[config.mk]
export PLATFORM = sky130hd
export DESIGN_NAME = upct_plru
export DESIGN_NICKNAME = d
export VERILOG_FILES = /design/src/rtl/upct_plru.sv
export SDC_FILE = /design/constraint.sdc
export NUM_CORES = 1
export LEC_CHECK = 0
export BUFFER_PORTS_ARGS = -buffer_cell sky130_fd_sc_hd__buf_4
export CAP_MARGIN = 0
export CORE_ASPECT_RATIO = 1.75
export CORE_UTILIZATION = 35
export CTS_CLUSTER_DIAMETER = 100
export DETAILED_ROUTE_END_ITERATION = 8
export SYNTH_ARGS = -nofsm -noshare
export SYNTH_HDL_FRONTEND = slang
export SYNTH_SLANG_ARGS = --single-unit
[constraint.sdc]
create_clock -name CLK -period 3.6 [get_ports CLK]
set_input_delay 1.08 -clock CLK [delete_from_list [all_inputs] [get_ports CLK]]
set_output_delay 1.08 -clock CLK [all_outputs]
set_load 0.1 [all_outputs]
[src/rtl/upct_plru.sv]
// Upper-PC table: small fully associative store of upper target-PC fields.
// BTB entries keep only an index into this table. Lookups either hit an
// existing entry or allocate one: the lowest invalid entry first, else the
// tree-PLRU victim. A read port returns a stored field and also refreshes
// that entry's recency. Flush invalidates everything and clears the tree.
module upct_plru #(
  parameter int UPCT_ENTRIES     = 8,
  parameter int LOG_UPCT_ENTRIES = $clog2(UPCT_ENTRIES),
  parameter int UPPER_PC_WIDTH   = 21
) (
  input  logic                        CLK,
  input  logic                        RST,
  input  logic                        read_valid_in,
  input  logic [LOG_UPCT_ENTRIES-1:0] read_index_in,
  output logic [UPPER_PC_WIDTH-1:0]   read_upper_PC_out,
  input  logic                        update_valid_in,
  input  logic [UPPER_PC_WIDTH-1:0]   update_upper_PC_in,
  output logic                        update_ack_out,
  output logic                        update_hit_out,
  output logic [LOG_UPCT_ENTRIES-1:0] update_index_out,
  input  logic                        flush_in
);

  localparam int N     = UPCT_ENTRIES;
  localparam int L     = LOG_UPCT_ENTRIES;
  localparam int NODES = UPCT_ENTRIES - 1;

  // Storage. The array carries no reset; its contents are meaningless until
  // the matching valid bit is set.
  logic [UPPER_PC_WIDTH-1:0] array_reg [N];
  logic [N-1:0]              valid_reg;
  logic [N-1:0]              valid_next;
  // Heap-ordered PLRU tree: node n has children 2n+1 and 2n+2.
  // A node bit of 0 means the victim lies in the lower-index half.
  logic [NODES-1:0]          plru_reg;
  logic [NODES-1:0]          plru_next;
  logic [NODES-1:0]          plru_after_read;

  logic [N-1:0]              match_vec;
  logic [N-1:0]              victim_onehot;
  logic [L-1:0]              leaf_agree [N];

  logic                      upd_hit;
  logic                      any_free;
  logic                      upd_accept;
  logic                      upd_write;
  logic [L-1:0]              hit_idx;
  logic [L-1:0]              free_idx;
  logic [L-1:0]              victim_idx;
  logic [L-1:0]              target_idx;

  // Associative compare against every valid entry.
  generate
    for (genvar gi = 0; gi < N; gi++) begin : g_match
      assign match_vec[gi] = valid_reg[gi] && (array_reg[gi] == update_upper_PC_in);
    end
  endgenerate

  // A leaf is the victim when every node on its path points toward it,
  // i.e. each node bit equals the leaf's index bit at that level.
  generate
    for (genvar gi = 0; gi < N; gi++) begin : g_leaf
      for (genvar gj = 0; gj < L; gj++) begin : g_lvl
        localparam int NODE    = (2 ** gj) - 1 + (gi >> (L - gj));
        localparam bit DIR_BIT = ((gi >> (L - 1 - gj)) % 2) == 1;
        assign leaf_agree[gi][gj] = (plru_reg[NODE] == DIR_BIT);
      end
      assign victim_onehot[gi] = &leaf_agree[gi];
    end
  endgenerate

  // Encode hit / victim / first-free indices and pick the update target.
  always_comb begin
    hit_idx    = '0;
    victim_idx = '0;
    free_idx   = '0;
    for (int i = 0; i < N; i++) begin
      // Duplicates never exist and the victim is one-hot, so OR-encoding is exact.
      if (match_vec[i]) hit_idx = hit_idx | LOG_UPCT_ENTRIES'(i);
      if (victim_onehot[i]) victim_idx = victim_idx | LOG_UPCT_ENTRIES'(i);
    end
    // Descending scan leaves the lowest invalid index in free_idx.
    for (int i = N - 1; i >= 0; i--) begin
      if (!valid_reg[i]) free_idx = LOG_UPCT_ENTRIES'(i);
    end
    upd_hit    = |match_vec;
    any_free   = ~&valid_reg;
    upd_accept = update_valid_in && !flush_in;
    upd_write  = upd_accept && !upd_hit;
    if (upd_hit)       target_idx = hit_idx;
    else if (any_free) target_idx = free_idx;
    else               target_idx = victim_idx;
  end

  // Per-node touch logic: the read touch applies first, the update touch
  // overrides it on shared nodes, and flush clears the whole tree.
  generate
    for (genvar gi = 0; gi < NODES; gi++) begin : g_node
      localparam int           LVL   = $clog2(gi + 2) - 1;
      localparam int           SHIFT = L - LVL;
      localparam int           BITP  = L - 1 - LVL;
      localparam logic [L-1:0] POS   = LOG_UPCT_ENTRIES'(gi - ((2 ** LVL) - 1));
      logic rd_on;
      logic up_on;
      assign rd_on = read_valid_in && ((read_index_in >> SHIFT) == POS);
      assign up_on = upd_accept && ((target_idx >> SHIFT) == POS);
      // Touching points the node away from the touched index.
      assign plru_after_read[gi] = rd_on ? ~read_index_in[BITP] : plru_reg[gi];
      assign plru_next[gi]       = flush_in ? 1'b0
                                 : (up_on ? ~target_idx[BITP] : plru_after_read[gi]);
    end
  endgenerate

  // Valid bits: flush clears all, an allocating update sets the target.
  always_comb begin
    valid_next = valid_reg;
    if (flush_in) begin
      valid_next = '0;
    end else if (upd_write) begin
      valid_next[target_idx] = 1'b1;
    end
  end

  // Array write on allocation; reads elsewhere see the pre-write value.
  always_ff @(posedge CLK) begin
    if (upd_write) begin
      array_reg[target_idx] <= update_upper_PC_in;
    end
  end

  // Control state and registered outputs, cleared asynchronously by RST.
  always_ff @(posedge CLK or posedge RST) begin
    if (RST) begin
      valid_reg         <= '0;
      plru_reg          <= '0;
      read_upper_PC_out <= '0;
      update_ack_out    <= 1'b0;
      update_hit_out    <= 1'b0;
      update_index_out  <= '0;
    end else begin
      valid_reg      <= valid_next;
      plru_reg       <= plru_next;
      update_ack_out <= upd_accept;
      if (read_valid_in) begin
        read_upper_PC_out <= array_reg[read_index_in];
      end
      if (upd_accept) begin
        update_hit_out   <= upd_hit;
        update_index_out <= target_idx;
      end
    end
  end

endmodule

======== Word level (Yosys, flattened, before mapping) ========
Memories as Yosys holds them, arrays and structs flattened. A register that Yosys moved wholly into a read port is not among the register bits.
Cells that the tools add are included.
word-level totals
  bits in registers ....................... 20
  bits in writable memories ............... 168
  input bits .............................. 29
  output and inout port bits .............. 26
  logic and storage cells ................. 138
  memories ................................ 1
cells by class
  $lt $le $gt $ge ......................... 2
  eq/ne operators ......................... 14
  multiplexer cells ....................... 51
  bitwise logic cells ..................... 13
  reduce and logical (&&, ||, !) cells .... 46
memories
  name       words  bits a word  read ports  clocked after memory_dff  wr ports  RTL line  RTL
  array_reg  8      21           9           1                         1         30        logic [UPPER_PC_WIDTH-1:0] array_reg [N];
operators with widths
  kind                number
  $eq 21x21->1        8
  $mux 3              18
  $mux 1              26
  $logic_and 1x1->1   23
  $reduce_and 3->1    7
  $reduce_bool 3->1   7
  $mux 8              2
  $logic_not 3->1     4
  $not 1->1           12
  $eq 2x2->1 const B  4
  $mux 2              4
  $or 8x8->8          1
  $reduce_and 8->1    1
  $reduce_or 8->1     1
  $eq 2x1->1 const B  2
  $lt 3x4->1 const B  1
  $demux 1 s3         1
  $ge 3x1->1 const B  1
  $logic_not 1->1     2
  $reduce_bool 2->1   1

======== Logic depth before layout (Yosys ltp) ========
  word-level depth ........................ 18
  mapped depth ............................ 11
  gate-level depth less buffers ........... 8

======== Worst setup path before layout ========
No wires, ideal clock.
  path kind ............................... input to register
  start ................................... input update_upper_PC_in[18]
  end ..................................... memory array_reg[6][0], enable pin
  library setup time ...................... 0.399 ns
  arrival ................................. 3.515 ns
  data required time ...................... 3.201 ns
  slack ................................... -0.314 ns
  stages .................................. 10
  path buffers ............................ 3
  cells stage by stage .................... buf_4 xnor2_1 nand4_1 nor4_2 a22oi_1 and4_1 buf_4 buf_6 or2_4 nor2_1
between the ends
  cells in the longest elaborated chain, start to end .. 10
  elaborated cells on any way between the ends .. 29
  classes of those cells .................. eq/ne: 8; mux: 10; reduce/logical: 11
RTL lines
  what                 RTL line  RTL
  start: declaration   17        input logic [UPPER_PC_WIDTH-1:0] update_upper_PC_in,
  $eq 21x21->1         55        assign match_vec[gi] = valid_reg[gi] && (array_reg[gi] == update_upper_PC_in);
  $logic_and 1x1->1    55
  $mux 1               79        if (match_vec[i]) hit_idx = hit_idx | LOG_UPCT_ENTRIES'(i);
  $mux 2 (2 in a row)  79
  $mux 3 (4 in a row)  79
  $mux 3               90        if (upd_hit) target_idx = hit_idx;
  end: declaration     30
Several ways; a longest one is shown, not always the timed one.

======== Worst setup path after layout ========
  start ................................... input update_upper_PC_in[6]
  end ..................................... memory array_reg[0][20], enable pin
The elaborated chain is that of the path after synthesis.

==> key figures <==
Global routing
  • GRT Total Usage: 0.206
  • Initial antenna violation count: 0
  • Vias in the first global route: a little under 7,000
  • First-pass GRT wire length: about 44 mm
  • Total gr overflow: 0
  • Largest net degree at the start of global routing: 50

Floorplanning
  • Chip Height: 228 um
  • Die area: around 30,000 um^2
  • Starting Density: 0.357
  • Row count: 82
  • Core region area: ~29,000 um^2
  • Die X: ~130 um
  • Io pins: 55

Route
  • Final wirelength: a little over 30 mm
  • # DRC: 0
  • Wire length per cell: ~25 um
  • Post-route ant nets: 0
  • DR iter-0 viols: 465
  • Vias after detailed routing: about 6,300
  • Post-DR vias/cell: between 5 and 6
  • 1st-pass router iterations: 6

Power
  • Pwr per Cell Area: around 460 nW/um^2
  • Total Power Consumption: between 5 and 6 mW
  • IR Drop Worst-Case VDD: 0.255 mV
  • Leak pwr: approximately 4.3 nW

Final layout
  • # nets final: 865
  • Max FFs per register: around 170
  • Commonest non-fill, non-tap cell in the layout: edfxtp_1
  • Commonest non-fill, non-tap cells in the layout: edfxtp_1, buf_4, xnor2_1
  • Fill count: ~2,500
  • Ant. Diodes: 0
  • Synth-to-layout area growth: 21.3%
  • Final std cells w/o fill: 1,228
  • Layout cell share with drive strength beyond 1: 0.298

Worst setup path
  • CP max stage cell: nor4_2
  • FF-to-FF path depth: 12
  • CP dominant cell by count: buf_4
  • Req. time, crit path: 3.81 ns
  • Setup crit start kind: primary input
  • Worst EP arrival: 3.53 ns
  • CP cell instances: buf_4 -> buf_4 -> xnor2_1 -> nand4_1 -> nor4_2 -> a2bb2oi_1 -> o211ai_1 -> and2_4 -> buf_4 -> nand2_1 -> nor2_2 -> buf_12
  • Setup Crit Path Kind: primary input to register
  • Worst-path fanout max: 12
  • Critical path endpoint category: register
  • Max incr delay on CP: between 0.3 and 0.4 ns

Synthesis
  • Dominant synthesized flop cell: edfxtp_1
  • Syn Area/Cell: around 15 um^2
  • Yosys reg bits: approximately 210
  • Asr flop ratio synth: 0.196
  • Synth Instances: roughly 700
  • Syn_nets: 724
  • Post-synthesis mux area share: 0.122
  • XOR/XNOR share of the synthesized area: 0.144
  • Sequential fraction of the synthesis area: 0.594
  • Largest family of logic cells by synthesized area: XOR/XNOR gates
  • Yosys cell types: 47
  • Cell Area, Synth: 10,200 um^2
  • Synth Area in Adders: 0
  • Synth Area in Simple Gates: 0.0747
  • Post-synth EDFFs: 168
  • Synth Area in Compound Gates: 0.0313
  • Synth warnings: 0

STA
  • Final Skew: roughly 0.017 ns
  • Setup TNS: 0 ns
  • Slew @ Worst Pin: 0.980 ns
  • Period minus WS final: around 3.3 ns
  • Fin. Hold Viols: 0
  • # setup viols final: 0
  • Max frequency: 301 MHz
  • Slew Viols, Final: 0
  • Relative slew slack: 0.346
  • Setup repair after global routing missed its margin: false
  • Final worst setup slack: 0.276 ns
  • Final period util: 0.923
  • Fin Hold WS: approximately 0.52 ns

Clock tree
  • Root Driver: clkbuf_16
  • CTS clk-pin slew, worst paths: around 0.060 ns
  • Clk_lat worst skew: 0.51 ns
  • H-tree levels: 1
  • Post-CTS Resized: 0
  • Clock sink count: between 200 and 250
  • Maximum clock insertion buffer count: 3
  • CTS tree: built
  • Post-CTS Setup Inserts: 0
  • Hold Buf Count CTS: 0
  • TritonCTS Buffers: 20

Run
  • Maximum capacitance violations: 0

Worst hold path
  • Hold Path Class: register to register
  • Hold path depth: 2

Placed design
  • Port Buf Inserts: between 50 and 60
  • Inst Count DP: around 1,200
  • Hpwl dp: around 22 mm
  • GP Congestion: 0.936
  • Pre-CTS setup slack: -0.243 ns

Run status
  • Outcome: finished, final reports clean
through the flow:
stage | cell area [um^2] | util
after detailed placement | 11800 | 0.411
after CTS | 12400 | 0.433
after floorplan | 10200 | -
after global placement | 11800 | 0.411
final | 12400 | 0.433
after global routing | 12400 | 0.433
path summary, 6_finish.rpt:
check	from	slack (ns)	end
worst max-delay path	update_upper_PC_in[6]	0.28	array_reg[0][20]
worst min-delay path	update_hit_out	0.52	update_hit_out
worst max register to register	array_reg[4][17]	0.71	array_reg[0][20]
worst min register to register	update_hit_out	0.52	update_hit_out
max in group asynchronous	RST	2.17	read_upper_PC_out[10]
min in group asynchronous	RST	0.81	update_ack_out
routing by layer:
metal | track usage | up-vias | wire length (um)
met5 | 0 | - | 0
met4 | 0.153 | 0 | 2350
met3 | 0.0202 | 77 | 1010
met2 | 0.377 | 177 | 16200
met1 | 0.216 | 3188 | 10700
li1 | - | 2869 | -
cell type report:
| cell class | count | area, um^2 | share of cell area |
|---|---|---|---|
| inverter | 11 | 41.3 | 0.00333 |
| timing repair buffer | 164 | 1370 | 0.110 |
| multi-input combinational | 430 | 3820 | 0.308 |
| clock inverter | 11 | 81.3 | 0.00656 |
| tap | 378 | 473 | 0.0381 |
| clock buffer | 25 | 541 | 0.0436 |
| sequential | 209 | 6070 | 0.490 |
power by group:
part,internal [mW],leakage (nW),switching [mW]
combinational,0.306,1.97,0.593
clock,1.14,0.294,0.925
sequential,2.68,2.02,0.0419
cells by family (layout without fill, tap and decap cells):
group,Yosys count,after routing
compound gates,52,52
xor+xnor,168,168
buf+inv,56,211
flops,209,209
mux,72,72
simple gates,138,138
synth_stat cells (2+ instances only):
library cell,n,area [um^2]
buf_6,10,113
xnor2_1,141,1230
o21ai_0,3,15.0
buf_2,5,25.0
nor2_1,43,161
and3_1,3,18.8
mux2_1,2,22.5
nor4_1,8,50.1
nand2_1,18,67.6
o22ai_1,5,31.3
dfrtp_1,41,1030
a211o_1,2,17.5
buf_4,14,105
edfxtp_1,168,5040
buf_1,2,7.51
mux2i_1,27,270
a211oi_1,2,15.0
nand4_1,40,250
mux4_2,42,946
a22oi_1,3,22.5
inv_1,11,41.3
a21oi_1,29,145
nor3_1,7,35.0
xor2_1,27,236
clkbuf_1,14,52.6
nor4_2,5,62.6
nor2b_1,2,12.5
nand3_1,2,10.0
critical path, delay by kind of cell:
family                    cells  cell delay [ns]
and+or+nand+nor               5             1.13
xor gates and xnor gates      1             0.32
AOI/OAI and AO/OA             2             0.31
buffers and inverters         4             0.66
(Power assumes the default switching activity.)
